===== config.mk =====
export PLATFORM = sky130hd
export DESIGN_NAME = sn_token_queue
export DESIGN_NICKNAME = d
export VERILOG_FILES = /design/src/rtl/sn_tok_pkg.sv /design/src/rtl/sn_tok_presence.sv /design/src/rtl/sn_token_queue.sv
export SDC_FILE = /design/constraint.sdc
export NUM_CORES = 1
export LEC_CHECK = 0
export CAP_MARGIN = 20
export CORE_UTILIZATION = 40
export CTS_CLUSTER_DIAMETER = 60
export DETAILED_ROUTE_END_ITERATION = 10
export PLACE_DENSITY = 0.61
export SLEW_MARGIN = 20
export SYNTH_ARGS = -nofsm -noshare
export SYNTH_HDL_FRONTEND = slang
export SYNTH_SLANG_ARGS = --single-unit

===== constraint.sdc =====
create_clock -name clk -period 10 [get_ports clk]
set_input_delay 1 -clock clk [delete_from_list [all_inputs] [get_ports clk]]
set_output_delay 1 -clock clk [all_outputs]
set_load 0.1 [all_outputs]

===== src/rtl/sn_tok_pkg.sv =====
// Shared token types for the snooper/forwarder buffer-token queue.
// Token 0 is NULL (no buffer); valid tokens are 1..N_BUFS.
package sn_tok_pkg;

  localparam int unsigned TOKQ_N_BUFS  = 4;
  localparam int unsigned TOKQ_TOKEN_W = $clog2(TOKQ_N_BUFS + 1);

  typedef logic [TOKQ_TOKEN_W-1:0] tok_t;

  localparam tok_t NULL_TOK = '0;

  function automatic logic tok_valid(input int unsigned t, input int unsigned n_bufs);
    return (t != 32'(NULL_TOK)) && (t <= n_bufs);
  endfunction

endpackage


===== src/rtl/sn_tok_presence.sv =====
// Presence bitmap of buffer tokens: bit k tracks token k+1, all present out of reset.
// Two set ports, one clear port (set wins), two combinational query ports.
module sn_tok_presence #(
  parameter int unsigned N_BUFS  = 4,
  parameter int unsigned TOKEN_W = 3
) (
  input  logic               clk,
  input  logic               rst_n,
  input  logic               i_set_a_vld,
  input  logic [TOKEN_W-1:0] i_set_a_tok,
  input  logic               i_set_b_vld,
  input  logic [TOKEN_W-1:0] i_set_b_tok,
  input  logic               i_clr_vld,
  input  logic [TOKEN_W-1:0] i_clr_tok,
  input  logic [TOKEN_W-1:0] i_qry_a_tok,
  output logic               o_qry_a_hit,
  input  logic [TOKEN_W-1:0] i_qry_b_tok,
  output logic               o_qry_b_hit
);

  logic [N_BUFS-1:0] r_bits;

  always_ff @(posedge clk or negedge rst_n) begin
    if (!rst_n) begin
      r_bits <= '1;
    end else begin
      for (int k = 0; k < int'(N_BUFS); k++) begin
        if ((i_set_a_vld && (i_set_a_tok == TOKEN_W'(k + 1))) ||
            (i_set_b_vld && (i_set_b_tok == TOKEN_W'(k + 1)))) begin
          r_bits[k] <= 1'b1;
        end else if (i_clr_vld && (i_clr_tok == TOKEN_W'(k + 1))) begin
          r_bits[k] <= 1'b0;
        end
      end
    end
  end

  // Out-of-range tokens (NULL or > N_BUFS) never hit.
  always_comb begin
    o_qry_a_hit = 1'b0;
    o_qry_b_hit = 1'b0;
    for (int k = 0; k < int'(N_BUFS); k++) begin
      if (i_qry_a_tok == TOKEN_W'(k + 1)) o_qry_a_hit = r_bits[k];
      if (i_qry_b_tok == TOKEN_W'(k + 1)) o_qry_b_hit = r_bits[k];
    end
  end

endmodule


===== src/rtl/sn_token_queue.sv =====
// Buffer-token FIFO of N_BUFS entries; enqueues show at head one cycle later, drops on no space set overflow_err.
// Optional duplicate-token guard built when `TOKQ_DUP_CHECK_EN is defined (presence bitmap, sticky dup_err).
module sn_token_queue
  import sn_tok_pkg::*;
#(
  parameter int unsigned N_BUFS  = TOKQ_N_BUFS,
  parameter int unsigned TOKEN_W = $clog2(N_BUFS + 1),
  parameter int unsigned CNT_W   = $clog2(N_BUFS + 1)
) (
  input  logic               clk,
  input  logic               rst_n,
  input  logic [TOKEN_W-1:0] token_from_cpu,
  input  logic               en_from_cpu,
  input  logic [TOKEN_W-1:0] token_from_fwd,
  input  logic               en_from_fwd,
  input  logic               deq,
  output logic [TOKEN_W-1:0] head,
  output logic               head_valid,
  output logic [CNT_W-1:0]   count,
  output logic               full,
  output logic               empty,
  output logic               overflow_err,
  output logic               dup_err
);

  localparam int unsigned PTR_W = $clog2(N_BUFS);

  logic [TOKEN_W-1:0] r_mem [N_BUFS];
  logic [PTR_W-1:0]   r_rd_ptr;
  logic [PTR_W-1:0]   r_wr_ptr;
  logic [CNT_W-1:0]   r_count;
  logic               r_ovf;

  logic               w_deq_acc;
  logic               w_cpu_nz, w_fwd_nz;
  logic               w_cpu_dup, w_fwd_dup;
  logic               w_cpu_ok, w_fwd_ok;
  logic               w_cpu_acc, w_fwd_acc;
  logic               w_ovf_set;
  logic [CNT_W-1:0]   w_space;
  logic [PTR_W-1:0]   w_wr_ptr1;
  logic [PTR_W-1:0]   w_fwd_ptr;
  logic [1:0]         w_n_acc;

  function automatic logic [PTR_W-1:0] ptr_inc(input logic [PTR_W-1:0] p);
    return (p == PTR_W'(N_BUFS - 1)) ? '0 : p + PTR_W'(1);
  endfunction

  assign w_deq_acc = deq && (r_count != '0);
  assign w_cpu_nz  = en_from_cpu && (32'(token_from_cpu) != 32'(NULL_TOK));
  assign w_fwd_nz  = en_from_fwd && (32'(token_from_fwd) != 32'(NULL_TOK));

`ifdef TOKQ_DUP_CHECK_EN
  logic w_cpu_hit, w_fwd_hit;
  logic r_dup;

  sn_tok_presence #(
    .N_BUFS  (N_BUFS),
    .TOKEN_W (TOKEN_W)
  ) u_presence (
    .clk         (clk),
    .rst_n       (rst_n),
    .i_set_a_vld (w_cpu_acc),
    .i_set_a_tok (token_from_cpu),
    .i_set_b_vld (w_fwd_acc),
    .i_set_b_tok (token_from_fwd),
    .i_clr_vld   (w_deq_acc),
    .i_clr_tok   (r_mem[r_rd_ptr]),
    .i_qry_a_tok (token_from_cpu),
    .o_qry_a_hit (w_cpu_hit),
    .i_qry_b_tok (token_from_fwd),
    .o_qry_b_hit (w_fwd_hit)
  );

  // The head being dequeued this cycle still counts as present.
  assign w_cpu_dup = w_cpu_nz && (!tok_valid(32'(token_from_cpu), N_BUFS) || w_cpu_hit);
  assign w_fwd_dup = w_fwd_nz && (!tok_valid(32'(token_from_fwd), N_BUFS) || w_fwd_hit ||
                                  (w_cpu_nz && (token_from_fwd == token_from_cpu)));

  always_ff @(posedge clk or negedge rst_n) begin
    if (!rst_n) begin
      r_dup <= 1'b0;
    end else if (w_cpu_dup || w_fwd_dup) begin
      r_dup <= 1'b1;
    end
  end

  assign dup_err = r_dup;
`else
  assign w_cpu_dup = 1'b0;
  assign w_fwd_dup = 1'b0;
  assign dup_err   = 1'b0;
`endif

  assign w_space   = CNT_W'(N_BUFS) - r_count + CNT_W'(w_deq_acc);
  assign w_cpu_ok  = w_cpu_nz && !w_cpu_dup;
  assign w_fwd_ok  = w_fwd_nz && !w_fwd_dup;
  assign w_cpu_acc = w_cpu_ok && (w_space != '0);
  assign w_fwd_acc = w_fwd_ok && (w_space > CNT_W'(w_cpu_acc));
  assign w_ovf_set = (w_cpu_ok && !w_cpu_acc) || (w_fwd_ok && !w_fwd_acc);
  assign w_n_acc   = {1'b0, w_cpu_acc} + {1'b0, w_fwd_acc};
  assign w_wr_ptr1 = ptr_inc(r_wr_ptr);
  assign w_fwd_ptr = w_cpu_acc ? w_wr_ptr1 : r_wr_ptr;

  always_ff @(posedge clk or negedge rst_n) begin
    if (!rst_n) begin
      for (int i = 0; i < int'(N_BUFS); i++) begin
        r_mem[i] <= TOKEN_W'(i + 1);
      end
      r_rd_ptr <= '0;
      r_wr_ptr <= '0;
      r_count  <= CNT_W'(N_BUFS);
      r_ovf    <= 1'b0;
    end else begin
      if (w_cpu_acc) r_mem[r_wr_ptr] <= token_from_cpu;
      if (w_fwd_acc) r_mem[w_fwd_ptr] <= token_from_fwd;
      case (w_n_acc)
        2'd1:    r_wr_ptr <= w_wr_ptr1;
        2'd2:    r_wr_ptr <= ptr_inc(w_wr_ptr1);
        default: r_wr_ptr <= r_wr_ptr;
      endcase
      if (w_deq_acc) r_rd_ptr <= ptr_inc(r_rd_ptr);
      r_count <= r_count + CNT_W'(w_n_acc) - CNT_W'(w_deq_acc);
      if (w_ovf_set) r_ovf <= 1'b1;
    end
  end

  assign head_valid   = (r_count != '0);
  assign head         = head_valid ? r_mem[r_rd_ptr] : TOKEN_W'(0);
  assign count        = r_count;
  assign full         = (r_count == CNT_W'(N_BUFS));
  assign empty        = (r_count == '0);
  assign overflow_err = r_ovf;

endmodule


# After elaboration in Yosys (flattened, before gate mapping)
# Cells that the tools add are included.
[word_totals]
register_bits = 20
inputBits = 11
out_inout_bits = 11
word_cells = 66
[op_classes]
n_addsub = 8
order_cmp = 6
n_eq_ne = 6
mux = 17
bitwise = 3
n_reduce_logical = 18
[op_table]
columns = ["cell", "n"]
rows = [
  ["$bwmux 12", 2],
  ["$mux 12", 2],
  ["$mux 3", 5],
  ["$demux 3 s2", 2],
  ["$reduce_bool 3->1", 4],
  ["$ge 3x3->1 const B", 3],
  ["$logic_and 1x1->1", 9],
  ["$not 2->3", 3],
  ["$eq 2x2->1 const B", 4],
  ["$mux 2", 4],
  ["$add 2x1->2 const B", 3],
  ["$bmux 3 s2", 1],
  ["$lt 3x1->1 const B", 2],
  ["$pmux 2 s2", 1],
  ["$add 3x1->3", 1],
  ["$add 3x2->3", 1],
  ["$eq 3x3->1 const B", 1],
  ["$gt 3x1->1", 1],
  ["$logic_not 3->1", 1],
  ["$sub 3x1->3", 1],
  ["$sub 3x3->3 const A", 1],
  ["$add 1x1->2", 1],
  ["$eq 2x1->1 const B", 1],
  ["$logic_not 1->1", 2],
  ["other kinds (2)", 2],
]

# Longest topological paths before layout
# Gate-level depths: netlist of run 1.
[logic_depth]
ltp_word = 13
depth_mapped = 20
mapped_depth_nobuf = 18

# Worst setup path after synthesis of run 1
# Ideal clock, no wire load.
[synth_timing]
path_type = "reg-to-reg"
start = "register r_count[0], in the netlist count[0]"
end = "register r_count[2], in the netlist count[2]"
setup_time_ps = 77
arrival_time_ps = 5503
path_slack_ps = 4419
path_stages_with_launch = 21
path_buffers = 2
path_cell_list = "dfrtp_1 -> or3_1 -> clkbuf_1 -> nand2_1 -> ha_1 -> inv_1 -> ha_1 -> nand2b_1 -> o21ba_2 -> buf_6 -> ha_1 -> nor2_1 -> o311a_4 -> ha_1 -> inv_1 -> ha_1 -> inv_1 -> ha_1 -> fa_1 -> xnor2_1 -> xnor2_1"
[synth_via]
elab_chain_len = 10
[synth_rtl]
columns = ["item", "line_no", "source"]
rows = [
  ["start, declared", "sn_token_queue.sv:31", "logic [CNT_W-1:0] r_count;"],
  ["start signal, assigned", "sn_token_queue.sv:112", "r_count <= CNT_W'(N_BUFS);"],
  ["start signal, assigned", "sn_token_queue.sv:123", "r_count <= r_count + CNT_W'(w_n_acc) - CNT_W'(w_deq_acc);"],
  ["$reduce_bool 3->1 *", "--", ""],
  ["via head_valid", "sn_token_queue.sv:18", "output logic head_valid,"],
  ["$logic_and 1x1->1 *", "sn_token_queue.sv:49", "assign w_deq_acc = deq && (r_count != '0);"],
  ["$add 3x1->3", "sn_token_queue.sv:95", "assign w_space = CNT_W'(N_BUFS) - r_count + CNT_W'(w_deq_acc);"],
  ["$reduce_bool 3->1", "sn_token_queue.sv:98", "assign w_cpu_acc = w_cpu_ok && (w_space != '0);"],
  ["$logic_and 1x1->1", "sn_token_queue.sv:98", ""],
  ["$gt 3x1->1", "sn_token_queue.sv:99", "assign w_fwd_acc = w_fwd_ok && (w_space > CNT_W'(w_cpu_acc));"],
  ["$logic_and 1x1->1", "sn_token_queue.sv:99", ""],
  ["$add 1x1->2", "sn_token_queue.sv:101", "assign w_n_acc = {1'b0, w_cpu_acc} + {1'b0, w_fwd_acc};"],
  ["$add 3x2->3", "sn_token_queue.sv:123", ""],
  ["$sub 3x1->3 *", "sn_token_queue.sv:123", ""],
]
# The timed path passes the listed nets; every way through them passes the cells marked *.
# A chain may end at the register's enable or synchronous reset.

# Worst setup path in the final report of run 1
[layout_timing]
start = "input deq"
end = "register r_count[2], in the netlist count[2]"
[layout_via]
elab_chain_len = 9
[layout_rtl]
columns = ["item", "line_no", "source"]
rows = [
  ["start, declared", "sn_token_queue.sv:16", "input logic deq,"],
  ["$logic_and 1x1->1 *", "sn_token_queue.sv:49", ""],
  ["$add 3x1->3", "sn_token_queue.sv:95", ""],
  ["$reduce_bool 3->1", "sn_token_queue.sv:98", ""],
  ["$logic_and 1x1->1", "sn_token_queue.sv:98", ""],
  ["$gt 3x1->1", "sn_token_queue.sv:99", ""],
  ["$logic_and 1x1->1", "sn_token_queue.sv:99", ""],
  ["$add 1x1->2", "sn_token_queue.sv:101", ""],
  ["$add 3x2->3", "sn_token_queue.sv:123", ""],
  ["$sub 3x1->3 *", "sn_token_queue.sv:123", ""],
]
# Mark *: on every way between the ends. The rest lies on a longest branch, timed or not.

==> results of run 1 <==
[stage by stage]
step	setup slack, ns	hold WS, ns	instances	cell area, um2	util
after floorplan	4.42	0.515	124	1450	-
after global placement	5.23	0.493	187	1680	0.496
after detailed placement	5.11	0.497	187	1680	0.496
after CTS	5.43	0.526	191	1730	0.512
after global routing	5.21	0.549	191	1730	0.512
final	5.45	0.514	191	1730	0.512
[sequential cells by signal, summed over array words and instances (netlist names)]
signal,cells
count,3
r_mem,12
r_wr_ptr,2
overflow_err,1
r_rd_ptr,2
[kinds of logic after synthesis]
group | count (synthesis) | share of synthesized area
muxes | 30 | 0.263
adders and majority gates | 15 | 0.135
AOI/OAI and AO/OA | 9 | 0.0545
buffers and inverters | 17 | 0.0536
and+or+nand+nor | 28 | 0.111
xor gates and xnor gates | 4 | 0.0294
DFF | 20 | 0.351
other | 1 | 0.00259
[cell usage after synthesis (all sizes together), types with 2 or more instances]
master   n
dfrtp   14
and2     3
o21ai    2
nor3b    2
dfstp    6
xor2     2
mux2i    2
or3      3
ha      14
buf      2
nor2     3
inv     14
nand2   11
mux2    25
mux4     3
xnor2    2
[worst max-delay path, delay by kind of cell]
family / cells / cell delay [ns]
adders and majority gates: 7 / 1.90
AOI/OAI and AO/OA: 2 / 0.65
buffers and inverters: 4 / 0.59
xor gates and xnor gates: 2 / 0.33
and+or+nand+nor: 3 / 0.32
[metal layers]
| layer | global-route usage | up-vias | wire length (um) |
|---|---|---|---|
| met5 | 0 | - | 0 |
| met4 | 0.0698 | 0 | 53 |
| met3 | 0.0239 | 5 | 97 |
| met2 | 0.275 | 18 | 1370 |
| met1 | 0.226 | 481 | 1360 |
| li1 | - | 472 | - |
[worst paths after layout]
path,from,end,cells after the start
min in group asynchronous,rst_n,count[1]$_DFF_PN0_,1
hold / removal,overflow_err$_DFFE_PN0P_,overflow_err$_DFFE_PN0P_,2
setup / recovery,deq,count[2]$_DFF_PN1_,18
max in group asynchronous,rst_n,r_mem[1]$_DFF_PN0_,1
hold reg to reg,overflow_err$_DFFE_PN0P_,overflow_err$_DFFE_PN0P_,2
setup reg to reg,count[2]$_DFF_PN1_,count[2]$_DFF_PN1_,18
[area by class of cell]
class / count / area [um2] / area share
Clock inverter: 1 / 30.0 / 0.0173
Tap cell: 46 / 57.6 / 0.0332
Sequential cell: 20 / 508 / 0.293
Multi-Input combinational cell: 87 / 861 / 0.496
Timing Repair Buffer: 20 / 200 / 0.115
Inverter: 14 / 55.1 / 0.0317
Clock buffer: 3 / 22.5 / 0.0130
==> reports/qor.txt, run 1 <==
Outcome: complete, no violations
Post-Syn Area: 0.00145 mm2
Fin. Hold Viols: 0
Total I/O pin count: 22
Post-Syn Nets: 150
Commonest non-fill, non-tap cells in the layout: 22 x mux2_2, 20 x clkdlybuf4s50_1, 14 x ha_1, 14 x dfrtp_1, 13 x inv_1
Clock transition at path regs: 0.12 ns
Slowest cell on crit path: clkdlybuf4s50_1
Fill cells: 299
Total Wirelength: 2880 um
Final GP Congestion: 0.853
Initial DRC count: 22
Port Buffer Count: 20
Largest net degree at the start of global routing: 21
Synthesized flop and latch total: 20
All-layer global routing usage: 0.169
Setup violators final: 0
Crit path largest cell delay: 0.46 ns
TritonCTS clock tree: yes
Total CTS buffers: 3
Post-synth top area cell: dfrtp_1
Post-CTS Setup Inserts: 0
Via count: 976
Final Cycle Share: 0.455
Yosys top cell area share: 0.242
Synth Area per Inst: 11.7 um2
Vias in the first global route: 1013
H-tree levels: 1
Required time worst endpoint: 10.26 ns
Hold Path Class: flip-flop to flip-flop
Cells after synthesis: 124
Std-Cell Rows: 21
Post-synth EDFFs: 0
DRC: 0
Drt wl/cell: 15.1 um
Initial Util: 0.427
Area growth syn-to-layout: 19.9%
Global-route wire length before repair: 5040 um
Clock root buffer: clkbuf_4
DR pass1 iterations: 4
Post-synth ARST share: 1.00
Worst slew margin: 0.355
Post-route ant nets: 0
CP dominant cell by count: ha_1
Syn. warnings: 0
DPL Wire Length: 2270 um
Post-CTS sizing: 0
Post-CTS Hold Fix Bufs: 0
Die X-Extent: 62.1 um
Crit-path cells: clkdlybuf4s50_1, nand2_1, ha_1, inv_1, ha_1, nand2b_1, o21ba_2, ha_1, nor2_1, o311a_4, ha_1, inv_1, ha_1, inv_1, ha_1, fa_1, xnor2_1, xnor2_1
Core area: 0.00339 mm2
Crit path capture type: flip-flop
Fmax achieved: 220 MHz
Most common cell after layout, fill and taps aside: mux2_2
CP Max Fanout: 14
Setup TNS: 0 ns
Worst skew pair latency: 0.32 ns
Gr ovfl total: 0
Die Span Y: 62.1 um
Register area share after synthesis: 0.351
DIE AREA: 0.00386 mm2
Ant. Diodes: 0
Netlist cell types: 38
Slew Limit Fails: 0
Max Buffers Root-to-Sink: 2
Tmin final: 4.55 ns
CP Launch Type: input port
Critical path type: input port to flip-flop
Via density: 5.11
FF-to-FF setup slack: 5.62 ns
Synth area leaders: dfrtp_1 24%, mux2_2 17%, ha_1 12%
Layout net count: 172
Skew final: 0.00154 ns
Actual slew at the worst max-slew pin: 0.964 ns
RSZ-0062 raised after global routing: false
Arrival time of the worst setup path: 4.81 ns
CTS Sinks: 20
Layout cells sized above 1: 0.310
Initial antenna violation count: 0
Max cap viols: 0
Most common flop cell mapped by yosys: dfrtp_1
Power of run 1 is not shown: default switching activity piles up to over one toggle a cycle in this logic, so the estimate is an artifact.
==> run 2: changes to the inputs <==
==> constraint.sdc (replaced) <==
create_clock -name clk -period 4.6 [get_ports clk]
set_input_delay 0.46 -clock clk [delete_from_list [all_inputs] [get_ports clk]]
set_output_delay 0.46 -clock clk [all_outputs]
set_load 0.1 [all_outputs]
==> reports/qor.txt, run 2 (same netlist as run 1, synthesis figures left out) <==
Ant. Diodes: 0
Hold_sp: overflow_err$_DFFE_PN0P_
FF-to-FF setup slack: 0.29 ns
Worst Reg-to-Reg Cells: 18
DPL Wire Length: 2170 um
Setup violators final: 0
H-tree levels: 1
Clock root buffer: clkbuf_4
Biggest register: r_mem
RSZ-0062 raised after global routing: false
Cell Area, Placed: 0.00170 mm2
CP Max Fanout: 6
Hold WS: 0.495 ns
All-layer global routing usage: 0.163
DIE AREA: 0.00386 mm2
Fmax achieved: 232 MHz
Total Wirelength: 2740 um
Die Span Y: 62.1 um
Std-Cell Rows: 21
Required time worst endpoint: 4.85 ns
Worst slew margin: 0.353
Total I/O pin count: 22
Critical R2R Capture: count[2]$_DFF_PN1_
TritonCTS clock tree: yes
Post-CTS Setup Inserts: 0
Hold Path Class: flip-flop to flip-flop
Slew Limit Fails: 0
Post-route ant nets: 0
WHS Endpoint: overflow_err$_DFFE_PN0P_
Most common cell after layout, fill and taps aside: mux2_2
Actual slew at the worst max-slew pin: 0.968 ns
Worst r2r src: count[2]$_DFF_PN1_
Initial DRC count: 31
Post-CTS Hold Fix Bufs: 0
Via density: 5.01
Global-route wire length before repair: 4950 um
Layout net count: 173
Final Cycle Share: 0.937
Critical Path Start: count[2]$_DFF_PN1_
Worst skew pair latency: 0.31 ns
CTS Sinks: 20
CP Launch Type: flip-flop
Largest net degree at the start of global routing: 21
Initial Util: 0.427
Clock transition at path regs: 0.12 ns
Worst hold stages: 2
Tmin final: 4.31 ns
DR pass1 iterations: 4
Post-route cell area: 0.00175 mm2
Post-CTS sizing: 0
Vias in the first global route: 991
Max cap viols: 0
Outcome: complete, no violations
Port Buffer Count: 20
Final GP Congestion: 0.810
Crit path capture type: flip-flop
Die X-Extent: 62.1 um
Core area: 0.00339 mm2
Skew final: 0.00508 ns
Max FFs per register: 12
Total CTS buffers: 3
Commonest non-fill, non-tap cells in the layout: 22 x mux2_2, 20 x clkdlybuf4s50_1, 14 x ha_1
Area growth syn-to-layout: 20.7%
Arrival time of the worst setup path: 4.56 ns
Max Buffers Root-to-Sink: 2
Layout cells sized above 1: 0.329
Critical path type: flip-flop to flip-flop
Drt wl/cell: 14.3 um
Gr ovfl total: 0
Initial antenna violation count: 0
Via count: 961
DRC: 0
Fin. Hold Viols: 0
Setup TNS: 0 ns
## run 2: changes by cell type in the layout (fill, tap and decap cells not counted), sizes merged
cell    delta
buf        +1
clkbuf     +1
bufinv     -1
## run 2: layout make-up
cell class | count | area (um2)
Sequential cell | 20 | 517
Multi-Input combinational cell | 87 | 861
Fill cell | 299 | 1640
Timing Repair Buffer | 21 | 208
Inverter | 14 | 55.1
Tap cell | 46 | 57.6
Clock buffer | 4 | 47.5
## run 2: how the worst max path moves through the flow
| stage | to | cells after the start |
|---|---|---|
| detailed placement | count[2]$_DFF_PN1_ | 18 |
| finish | count[2]$_DFF_PN1_ | 18 |
| global route | count[2]$_DFF_PN1_ | 18 |
| global placement | count[2]$_DFF_PN1_ | 18 |
| CTS | count[2]$_DFF_PN1_ | 18 |
| floorplan | count[2]$_DFF_PN1_ | 20 |
## run 2: worst max-delay path, cell delays in order (launching register included)
cell and delay, ns:
dfstp_4 0.51, or3_1 0.45, nand2_1 0.20, ha_1 0.18, inv_1 0.04, ha_1 0.30
nand2b_1 0.15, o21ba_2 0.21, ha_1 0.29, nor2_1 0.05, o311a_4 0.35, ha_1 0.30
inv_1 0.04, ha_1 0.26, inv_1 0.04, ha_1 0.18, fa_1 0.38, xnor2_1 0.19
xnor2_1 0.14
## run 2: stage by stage
step                      setup slack [ns]   util  instances
final                                0.290  0.515        192
after global placement               0.334  0.501        188
after detailed placement             0.286  0.501        188
after CTS                            0.247  0.515        192
after floorplan                     0.0417      -        124
after global routing                0.0506  0.515        192
## run 2: metal layers
metal,GRT usage,up-vias,part of all wire
met5,0,-,0
met4,0.0610,0,0.012
met3,0.0239,4,0.024
met2,0.255,17,0.46
met1,0.229,468,0.51
li1,-,472,-
Power of run 2 is left out for the same reason.
